[config.mk]
export PLATFORM = sky130hd
export DESIGN_NAME = hc595_driver
export DESIGN_NICKNAME = d
export VERILOG_FILES = /design/src/rtl/hc595_pkg.sv /design/src/rtl/hc595_phase_tick.sv /design/src/rtl/hc595_driver.sv
export SDC_FILE = /design/constraint.sdc
export NUM_CORES = 1
export LEC_CHECK = 0
export BUFFER_PORTS_ARGS = -buffer_cell sky130_fd_sc_hd__buf_2
export CORE_MARGIN = 8
export CORE_UTILIZATION = 45
export DETAILED_ROUTE_END_ITERATION = 8
export PLACE_DENSITY = 0.8
export SLEW_MARGIN = 25
export SYNTH_ARGS = -nofsm -noshare
export SYNTH_HDL_FRONTEND = slang
export SYNTH_SLANG_ARGS = --single-unit
[constraint.sdc]
create_clock -name clk -period 1.7 [get_ports clk]
set_clock_uncertainty 0.1 [all_clocks]
set_input_delay 0.34 -clock clk [delete_from_list [all_inputs] [get_ports clk]]
set_output_delay 0.34 -clock clk [all_outputs]
set_load 0.02 [all_outputs]
[src/rtl/hc595_pkg.sv]
// Shared types and widths for the HC595 serial driver.
package hc595_pkg;

    localparam int unsigned HC595_DIV_W = 8;
    localparam int unsigned HC595_CNT_W = 5;

    typedef enum logic [1:0] {
        IDLE     = 2'd0,
        SHIFT_LO = 2'd1,
        SHIFT_HI = 2'd2,
        LATCH    = 2'd3
    } hc595_state_e;

endpackage

[src/rtl/hc595_phase_tick.sv]
// DIV-cycle phase counter; tick is high on the last cycle of every phase.
module hc595_phase_tick
    import hc595_pkg::*;
#(
    parameter int unsigned DIV = 4
) (
    input  logic clk,
    input  logic sclr_n,
    input  logic restart,
    output logic tick
);

    localparam logic [HC595_DIV_W-1:0] LAST = HC595_DIV_W'(DIV - 1);

    logic [HC595_DIV_W-1:0] cnt_q, cnt_d;
    logic                   tick_q, tick_d;

    // Tick is registered: it is precomputed from the count about to be loaded.
    always_comb begin
        cnt_d = cnt_q + HC595_DIV_W'(1);
        if (restart || tick_q) begin
            cnt_d = '0;
        end
        tick_d = (cnt_d == LAST);
    end

    always_ff @(posedge clk or negedge sclr_n) begin
        if (!sclr_n) begin
            cnt_q  <= '0;
            tick_q <= 1'b0;
        end else begin
            cnt_q  <= cnt_d;
            tick_q <= tick_d;
        end
    end

    assign tick = tick_q;

endmodule

[src/rtl/hc595_driver.sv]
// Shifts one frame out to a chain of 74HC595 stages, then pulses rck to latch it.
// HC595_DRIVER_LSB_FIRST_EN: send din[0] first instead of din[WIDTH-1].
module hc595_driver
    import hc595_pkg::*;
#(
    parameter int unsigned WIDTH = 8,
    parameter int unsigned DIV   = 4
) (
    input  logic             clk,
    input  logic             sclr_n,
    input  logic [WIDTH-1:0] din,
    input  logic             din_valid,
    output logic             din_ready,
    input  logic             oe_en,
    output logic             si,
    output logic             sck,
    output logic             rck,
    output logic             g_n,
    output logic             busy,
    output logic             done
);

    if (DIV == 0 || DIV > 255) begin : g_bad_div
        $error("hc595_driver: DIV must be in 1..255");
    end
    if (WIDTH == 0 || WIDTH > 32) begin : g_bad_width
        $error("hc595_driver: WIDTH must be in 1..32");
    end

    hc595_state_e           state_q;
    logic [WIDTH-1:0]       sr_q;
    logic [HC595_CNT_W-1:0] cnt_q;
    logic                   si_q, sck_q, rck_q, g_n_q, busy_q, done_q, din_ready_q;

    logic                   phase_restart;
    logic                   phase_tick;
    logic [WIDTH-1:0]       sr_adv;
    logic                   din_first;
    logic                   adv_bit;

`ifdef HC595_DRIVER_LSB_FIRST_EN
    assign sr_adv    = sr_q >> 1;
    assign din_first = din[0];
    assign adv_bit   = sr_adv[0];
`else
    assign sr_adv    = sr_q << 1;
    assign din_first = din[WIDTH-1];
    assign adv_bit   = sr_adv[WIDTH-1];
`endif

    // Phase counter is held cleared while idle so every frame starts on a fresh phase.
    assign phase_restart = (state_q == IDLE);

    hc595_phase_tick #(
        .DIV(DIV)
    ) u_phase_tick (
        .clk    (clk),
        .sclr_n (sclr_n),
        .restart(phase_restart),
        .tick   (phase_tick)
    );

    always_ff @(posedge clk or negedge sclr_n) begin
        if (!sclr_n) begin
            state_q     <= IDLE;
            sr_q        <= '0;
            cnt_q       <= '0;
            si_q        <= 1'b0;
            sck_q       <= 1'b0;
            rck_q       <= 1'b0;
            busy_q      <= 1'b0;
            done_q      <= 1'b0;
            din_ready_q <= 1'b1;
        end else begin
            done_q <= 1'b0;
            case (state_q)
                IDLE: begin
                    if (din_valid && din_ready_q) begin
                        sr_q        <= din;
                        si_q        <= din_first;
                        cnt_q       <= HC595_CNT_W'(WIDTH - 1);
                        state_q     <= SHIFT_LO;
                        busy_q      <= 1'b1;
                        din_ready_q <= 1'b0;
                    end
                end
                SHIFT_LO: begin
                    if (phase_tick) begin
                        sck_q   <= 1'b1;
                        state_q <= SHIFT_HI;
                    end
                end
                SHIFT_HI: begin
                    // si only moves on the falling sck edge, keeping it stable at the rise.
                    if (phase_tick) begin
                        sck_q <= 1'b0;
                        if (cnt_q == '0) begin
                            rck_q   <= 1'b1;
                            state_q <= LATCH;
                        end else begin
                            cnt_q   <= cnt_q - HC595_CNT_W'(1);
                            sr_q    <= sr_adv;
                            si_q    <= adv_bit;
                            state_q <= SHIFT_LO;
                        end
                    end
                end
                LATCH: begin
                    if (phase_tick) begin
                        rck_q       <= 1'b0;
                        done_q      <= 1'b1;
                        busy_q      <= 1'b0;
                        din_ready_q <= 1'b1;
                        state_q     <= IDLE;
                    end
                end
                default: begin
                    state_q <= IDLE;
                end
            endcase
        end
    end

    // Output enable is a plain one-cycle registered inversion, independent of the FSM.
    always_ff @(posedge clk or negedge sclr_n) begin
        if (!sclr_n) begin
            g_n_q <= 1'b1;
        end else begin
            g_n_q <= ~oe_en;
        end
    end

    assign si        = si_q;
    assign sck       = sck_q;
    assign rck       = rck_q;
    assign g_n       = g_n_q;
    assign busy      = busy_q;
    assign done      = done_q;
    assign din_ready = din_ready_q;

endmodule

==> results.json, run 1 <==
{
  "rsz0062_at_grt": "yes",
  "synth_seq_area_share_pct": 55.4,
  "yosys.area_share.simple_pct": 20.2,
  "cp_num_cells": 8,
  "syn2layout_area_growth_pct": 29.0,
  "syn_avg_cell_area_sq_um": 9.85,
  "violations": "setup timing",
  "dominantRegCellSynth": "dfrtp_1",
  "port_buffers": 18,
  "grt_max_degree": 31,
  "min_path_type": "in2reg",
  "crit_path_cell_trace": "inv_2 > ha_4 > nor4b_4 > a221oi_4 > buf_12 > clkbuf_16 > nor2_2 > a31oi_1",
  "antenna_found_initial": 0,
  "grt_overflow_total": 0,
  "antenna_cells": 0,
  "fin_ws_ns": -0.0720,
  "timing.rr.start": "cnt_q[0]$_DFFE_PN0P_",
  "nNetsFinal": 188,
  "timing.hold.ws_ns": 0.149,
  "drtIter0Drc": 60,
  "synth_top_area_cell": "dfrtp_1",
  "fillers": 252,
  "synthMuxAreaShare_pct": 0,
  "synthAdderAreaFrac_pct": 1.84,
  "synth_fp_nets": 152,
  "critical_path.endpoint_type": "register",
  "drv_cap": 0,
  "viasPerCell": 5.42,
  "timing.fmax_ghz": 0.564,
  "clock_latency_ns": 0.33,
  "crit_buf_inv": 3,
  "synth_compound_area_share_pct": 12.7,
  "status": "finished, violations left",
  "num_rows": 20,
  "cts_root_buf": "clkbuf_4",
  "cp_max_fo": 5,
  "yosys_register_bits": 30,
  "maxSlewHeadroom_pct": 57.1,
  "synthXorXnorAreaFrac_pct": 3.87,
  "drt_first_pass_iters": 4,
  "use_met3_pct": 5.65,
  "maxSlewViolCount": 0,
  "cts_buffers": 5,
  "ys.warnings.count": 0,
  "grt_use_met1_pct": 12.6,
  "critical_path_class": "reg2reg",
  "synth_common_cells": "dfrtp_1 (28), nor2_1 (21), nand2_1 (19), a31oi_1 (9), o21ai_0 (9)",
  "power_density_mw_per_mm2": 657,
  "slowest_delay_ns": 0.39,
  "reg2reg_to": "sr_q[4]$_DFFE_PN0P_",
  "grt_pass1_wl_mm": 4.86,
  "busiest_layer": "met2",
  "synth_cells": 138,
  "boundaryPins": 19,
  "tritoncts": "yes",
  "cp.arrival_ns": 1.91,
  "synth_top_family_by_area": "simple AND/OR/NAND/NOR gates",
  "syn-cell-area_sq_mm": 0.00136,
  "synthArstFlopShare_pct": 100,
  "die_h_microns": 71.0,
  "r2r_cells": 8,
  "fin_util_pct": 59.4,
  "clkSlewWorstSetupHoldPaths_ns": 0.09,
  "crit_family": "compound AO/OA/AOI/OAI gates",
  "core_sq_mm": 0.00295,
  "yosys-top-cells-area": "dfrtp_1 (52%), nor2_1 (5.8%), nand2_1 (5.2%)",
  "grt_pass1_vias": 1084,
  "synth_edf_count": 0,
  "place_hpwl_mm": 2.07,
  "gr-usage-met2_pct": 20.5,
  "drive_gt1_share_pct": 33.7,
  "gp_congestion": 0.827,
  "critPathRequiredTime_ns": 1.83,
  "worst-r2r-setup-slack_ns": -0.07,
  "post-route-drc-count": 0,
  "antenna_left": 0,
  "yosysUniqueCellTypes": 29,
  "period_minus_slack_ns": 1.77,
  "initial_utilization_pct": 46.0,
  "crit_path_top_delay_cell": "dfrtp_1",
  "finalHoldViolations": 0,
  "power_uw": 1150,
  "htree_levels": 2,
  "cts.sinks": 30,
  "routed-via-count": 1127,
  "finalCritPeriodShare_pct": 104,
  "routed_wl_mm": 3.11,
  "grtUsageTotal_pct": 12.3,
  "cp-endpoint": "sr_q[4]$_DFFE_PN0P_",
  "register_area_sq_um": 753,
  "max_slew.worst_pin.slew_ns": 0.644,
  "yosysMostFrequentCell": "dfrtp_1",
  "cellLeakagePower_uw": 0.000851,
  "avgRoutedWirePerCell_microns": 14.9,
  "cp-start-kind": "register",
  "multiInputGateArea_sq_um": 604,
  "synth_top_cell_area_share_pct": 51.6,
  "cts.path.max_buffers": 2,
  "setup_viol": 3,
  "crit_start": "cnt_q[0]$_DFFE_PN0P_",
  "die_area_sq_mm": 0.00503,
  "dieWidth_microns": 71.0,
  "max-vdd-ir-drop_v": 0.000437
}
-- stage by stage --
| stage | setup WS [ns] | area [sq um] | setup TNS (ns) | instances |
|---|---|---|---|---|
| 2_1_floorplan | 0.00152 | 1380 | 0 | 138 |
| 6_report | -0.0720 | 1750 | -0.0873 | 208 |
| 5_1_grt | -0.150 | 1750 | -0.663 | 208 |
| 4_1_cts | 0.000453 | 1610 | 0 | 203 |
| 3_3_place_gp | 0.0352 | 1540 | 0 | 193 |
| 3_5_place_dp | -0.0681 | 1540 | -0.513 | 193 |
-- registers in the layout, summed over array words and instances (netlist names) --
| register | count |
|---|---|
| cnt_q | 5 |
| si | 1 |
| state_q | 2 |
| u_phase_tick.tick | 1 |
| rck | 1 |
| din_ready | 1 |
| busy | 1 |
| sr_q | 7 |
| u_phase_tick.cnt_q | 8 |
| sck | 1 |
| done | 1 |
| g_n | 1 |
-- what timing repair did --
item	in CTS	in global routing
gates cloned	0	2
hold buffers	1	1
setup endpoints to repair	13	14
pin swaps	0	2
buffers inserted	1	2
endpoints found under the hold margin	28	1
resized for setup	1	17
-- worst min-delay path: cells and delay by family --
kind                   cells  cell delay (ns)
AND/OR/NAND/NOR            1             0.06
buffers and inverters      1             0.08
AO/OA/AOI/OAI              1             0.05
-- logic make-up after synthesis --
family / Yosys count
AO/OA/AOI/OAI: 27
XOR/XNOR: 6
adder cells (fa/ha/maj): 2
buffers and inverters: 13
flip-flops: 30
AND/OR/NAND/NOR: 60
-- layout make-up --
| cell class | instances | share of cell area [%] |
|---|---|---|
| Tap cell | 33 | 2.36 |
| Clock buffer | 8 | 2.78 |
| Timing Repair Buffer | 34 | 15.7 |
| Multi-Input combinational cell | 95 | 34.5 |
| Inverter | 8 | 1.71 |
| Sequential cell | 30 | 43.0 |
-- cells in the final DEF, fill, tap and decap left out, types with 2 or more instances in the layout --
master and n:
dfrtp_1 28, nand2_1 19, buf_2 18, nor2_1 14, buf_4 10, o21ai_0 8
nor2_2 7, a31oi_1 7, nand3_1 6, xor2_1 5, inv_1 5, clkbuf_4 5
and3_1 3, inv_2 3, clkbuf_1 3, nor3_1 2, a21oi_1 2, nor2b_1 2
nand2b_1 2, or4_1 2, a21oi_2 2, a31oi_2 2, clkbuf_16 2, dfstp_2 2
dlygate4sd3_1 2, buf_12 2
-- where the power goes --
group | internal (uW) | leakage (uW) | switching [uW]
registers | 715 | 0.000387 | 0.212
logic | 15.1 | 0.000437 | 23.6
clock network | 165 | 0.0000265 | 233
total | 895 | 0.000851 | 257
-- routing by layer --
layer / wire length [microns] / share of wire [%] / vias to the layer above
li1: - / - / 542
met1: 1220 / 39 / 544
met4: 91 / 2.9 / 0
met5: 0 / 0 / -
met3: 176 / 5.7 / 8
met2: 1630 / 52 / 33
-- how the worst min path moves through the flow --
stage / from / endpoint / slack, ns / cells after the start
after floorplan: sclr_n / busy$_DFFE_PN0P_ / -0.06 / 0
after global placement: sclr_n / state_q[1]$_DFFE_PN0P_ / 0.30 / 1
after detailed placement: sclr_n / cnt_q[4]$_DFFE_PN0P_ / 0.31 / 1
after CTS: oe_en / g_n$_DFF_PN1_ / 0.001 / 2
after global routing: din[0] / sr_q[0]$_DFFE_PN0P_ / 0.15 / 3
final: din[0] / sr_q[0]$_DFFE_PN0P_ / 0.15 / 3
(Power assumes the default switching activity.)
==> inputs of run 2 (changes only) <==
- CTS_CLUSTER_DIAMETER: unset -> 120
- PLACE_DENSITY: 0.8 -> 0.77
- clock period: 1.7 -> 1.8 ns (I/O delays scaled with it)
==> run 2 against run 1 <==
The flow now finishes without violations; clock power rose by 6.3%; register-to-register slack improved by 0.14 ns; combinational power fell by 10%; cell count fell by 2.9%; power fell by 1.6%; final area fell by 7.7%; wire length fell by 9.7%; first-iteration DRC count rose by 17%; hold slack got worse by 0.12 ns; via count fell by 4.5%; critical endpoint is now cnt_q[3]$_DFFE_PN0P_; largest cell class unchanged.
==> results.json, run 2 (synthesized netlist as in run 1, its figures left out) <==
{
  "status": "completed",
  "hold_depth": 2,
  "power_density_mw_per_mm2": 701,
  "max-vdd-ir-drop_v": 0.000300,
  "drv_cap": 0,
  "die_area_sq_mm": 0.00503,
  "antenna_cells": 0,
  "gr-usage-met2_pct": 20.2,
  "final_common_cell": "dfrtp_1",
  "viasPerCell": 5.33,
  "dieWidth_microns": 71.0,
  "reg2reg_to": "cnt_q[3]$_DFFE_PN0P_",
  "tritoncts": "yes",
  "holdCritStartpoint": "oe_en",
  "finalCritPeriodShare_pct": 96.1,
  "critPathRequiredTime_ns": 1.96,
  "hold_end": "g_n$_DFF_PN1_",
  "syn2layout_area_growth_pct": 19.1,
  "r2r_cells": 6,
  "cp.arrival_ns": 1.89,
  "port_buffers": 18,
  "die_h_microns": 71.0,
  "antenna_left": 0,
  "grtUsageTotal_pct": 11.9,
  "place_hpwl_mm": 2.00,
  "grt_max_degree": 31,
  "largest_registers": "u_phase_tick.cnt_q: 8 flops, sr_q: 7 flops, cnt_q: 5 flops",
  "cellLeakagePower_uw": 0.000807,
  "maxSlewViolCount": 0,
  "grt_use_met1_pct": 12.4,
  "routed-via-count": 1076,
  "fin_util_pct": 54.8,
  "cts.sinks": 30,
  "setup_viol": 0,
  "clock_latency_ns": 0.33,
  "post-route-drc-count": 0,
  "htree_levels": 2,
  "mostFrequentLayoutCells": "dfrtp_1 (28), nor2_1 (21), nand2_1 (19)",
  "antenna_found_initial": 0,
  "drive_gt1_share_pct": 24.9,
  "nNetsFinal": 182,
  "maxSlewHeadroom_pct": 57.1,
  "timing.rr.start": "cnt_q[1]$_DFFE_PN0P_",
  "clkSlewWorstSetupHoldPaths_ns": 0.10,
  "largest_reg_flops": 8,
  "crit_start": "cnt_q[1]$_DFFE_PN0P_",
  "critical_path.endpoint_type": "register",
  "finalSetupTns_ns": 0,
  "avgRoutedWirePerCell_microns": 13.9,
  "cts_buffers": 5,
  "num_rows": 20,
  "regMostFlops": "u_phase_tick.cnt_q",
  "rsz0062_at_grt": "no",
  "post_dp_cell_area_sq_mm": 0.00151,
  "cp-start-kind": "register",
  "initial_utilization_pct": 46.0,
  "period_minus_slack_ns": 1.73,
  "gp_congestion": 0.869,
  "cts.path.max_buffers": 2,
  "critical_path_class": "reg2reg",
  "worst-r2r-setup-slack_ns": 0.07,
  "grt_overflow_total": 0,
  "boundaryPins": 19,
  "routed_wl_mm": 2.81,
  "cts_root_buf": "clkbuf_4",
  "max_slew.worst_pin.slew_ns": 0.644,
  "grt_pass1_wl_mm": 4.67,
  "dp_slack_ns": -0.129,
  "min_path_type": "in2reg",
  "use_met3_pct": 3.81,
  "core_sq_mm": 0.00295,
  "timing.hold.ws_ns": 0.0285,
  "finalHoldViolations": 0,
  "cp_max_fo": 3,
  "drtIter0Drc": 70,
  "busiest_layer": "met2",
  "grt_pass1_vias": 1077,
  "fin_ws_ns": 0.0694,
  "timing.fmax_ghz": 0.578,
  "fin_area_sq_mm": 0.00162,
  "drt_first_pass_iters": 4
}
[run 2: routing by layer]
layer	share of wire, %	vias to the layer above	routed length (microns)
li1	-	526	-
met2	51	23	1430
met5	0	-	0
met1	41	518	1160
met4	2.9	0	80
met3	4.7	9	132
[run 2: per-stage QoR]
step	instances	power, uW
finish	202	1130
global route	202	1170
CTS	202	1150
detailed placement	191	723
global placement	191	722
floorplan	138	696
[run 2: critical path, stage by stage (launching register included)]
cell and delay, ns:
dfrtp_1 0.39, inv_1 0.07, ha_2 0.19, nor4b_4 0.15, buf_4 0.15, or4_1 0.49, a21oi_1 0.13
[run 2: worst max-delay path by stage]
stage,to,depth (start not counted)
after floorplan,cnt_q[1]$_DFFE_PN0P_,6
after CTS,cnt_q[3]$_DFFE_PN0P_,6
after detailed placement,sr_q[1]$_DFFE_PN0P_,6
after global routing,cnt_q[3]$_DFFE_PN0P_,6
after global placement,cnt_q[1]$_DFFE_PN0P_,5
final,cnt_q[3]$_DFFE_PN0P_,6
[run 2: where the power goes]
| group | switching [uW] | internal [uW] |
|---|---|---|
| registers | 0.203 | 676 |
| clock network | 234 | 189 |
| logic | 21.9 | 12.8 |
| total | 256 | 877 |
[run 2: final cells by class]
cell class              instances  area [sq um]
inverters                       8          30.0
flip-flops and latches         30           753
clock inverters                 1          5.00
repair buffers                 28           180
multi-input cells              95           553
well taps                      33          41.3
fillers                       254          1340
clock buffers                   7          55.1
[run 2: repair_timing]
item | CTS | global route
setup endpoints to repair | 11 | 12
buffers inserted | 2 | 0
pin swaps | 1 | 1
hold buffers | 1 | 0
endpoints found under the hold margin | 28 | 0
gates cloned | 0 | 0
resized for setup | 1 | 1
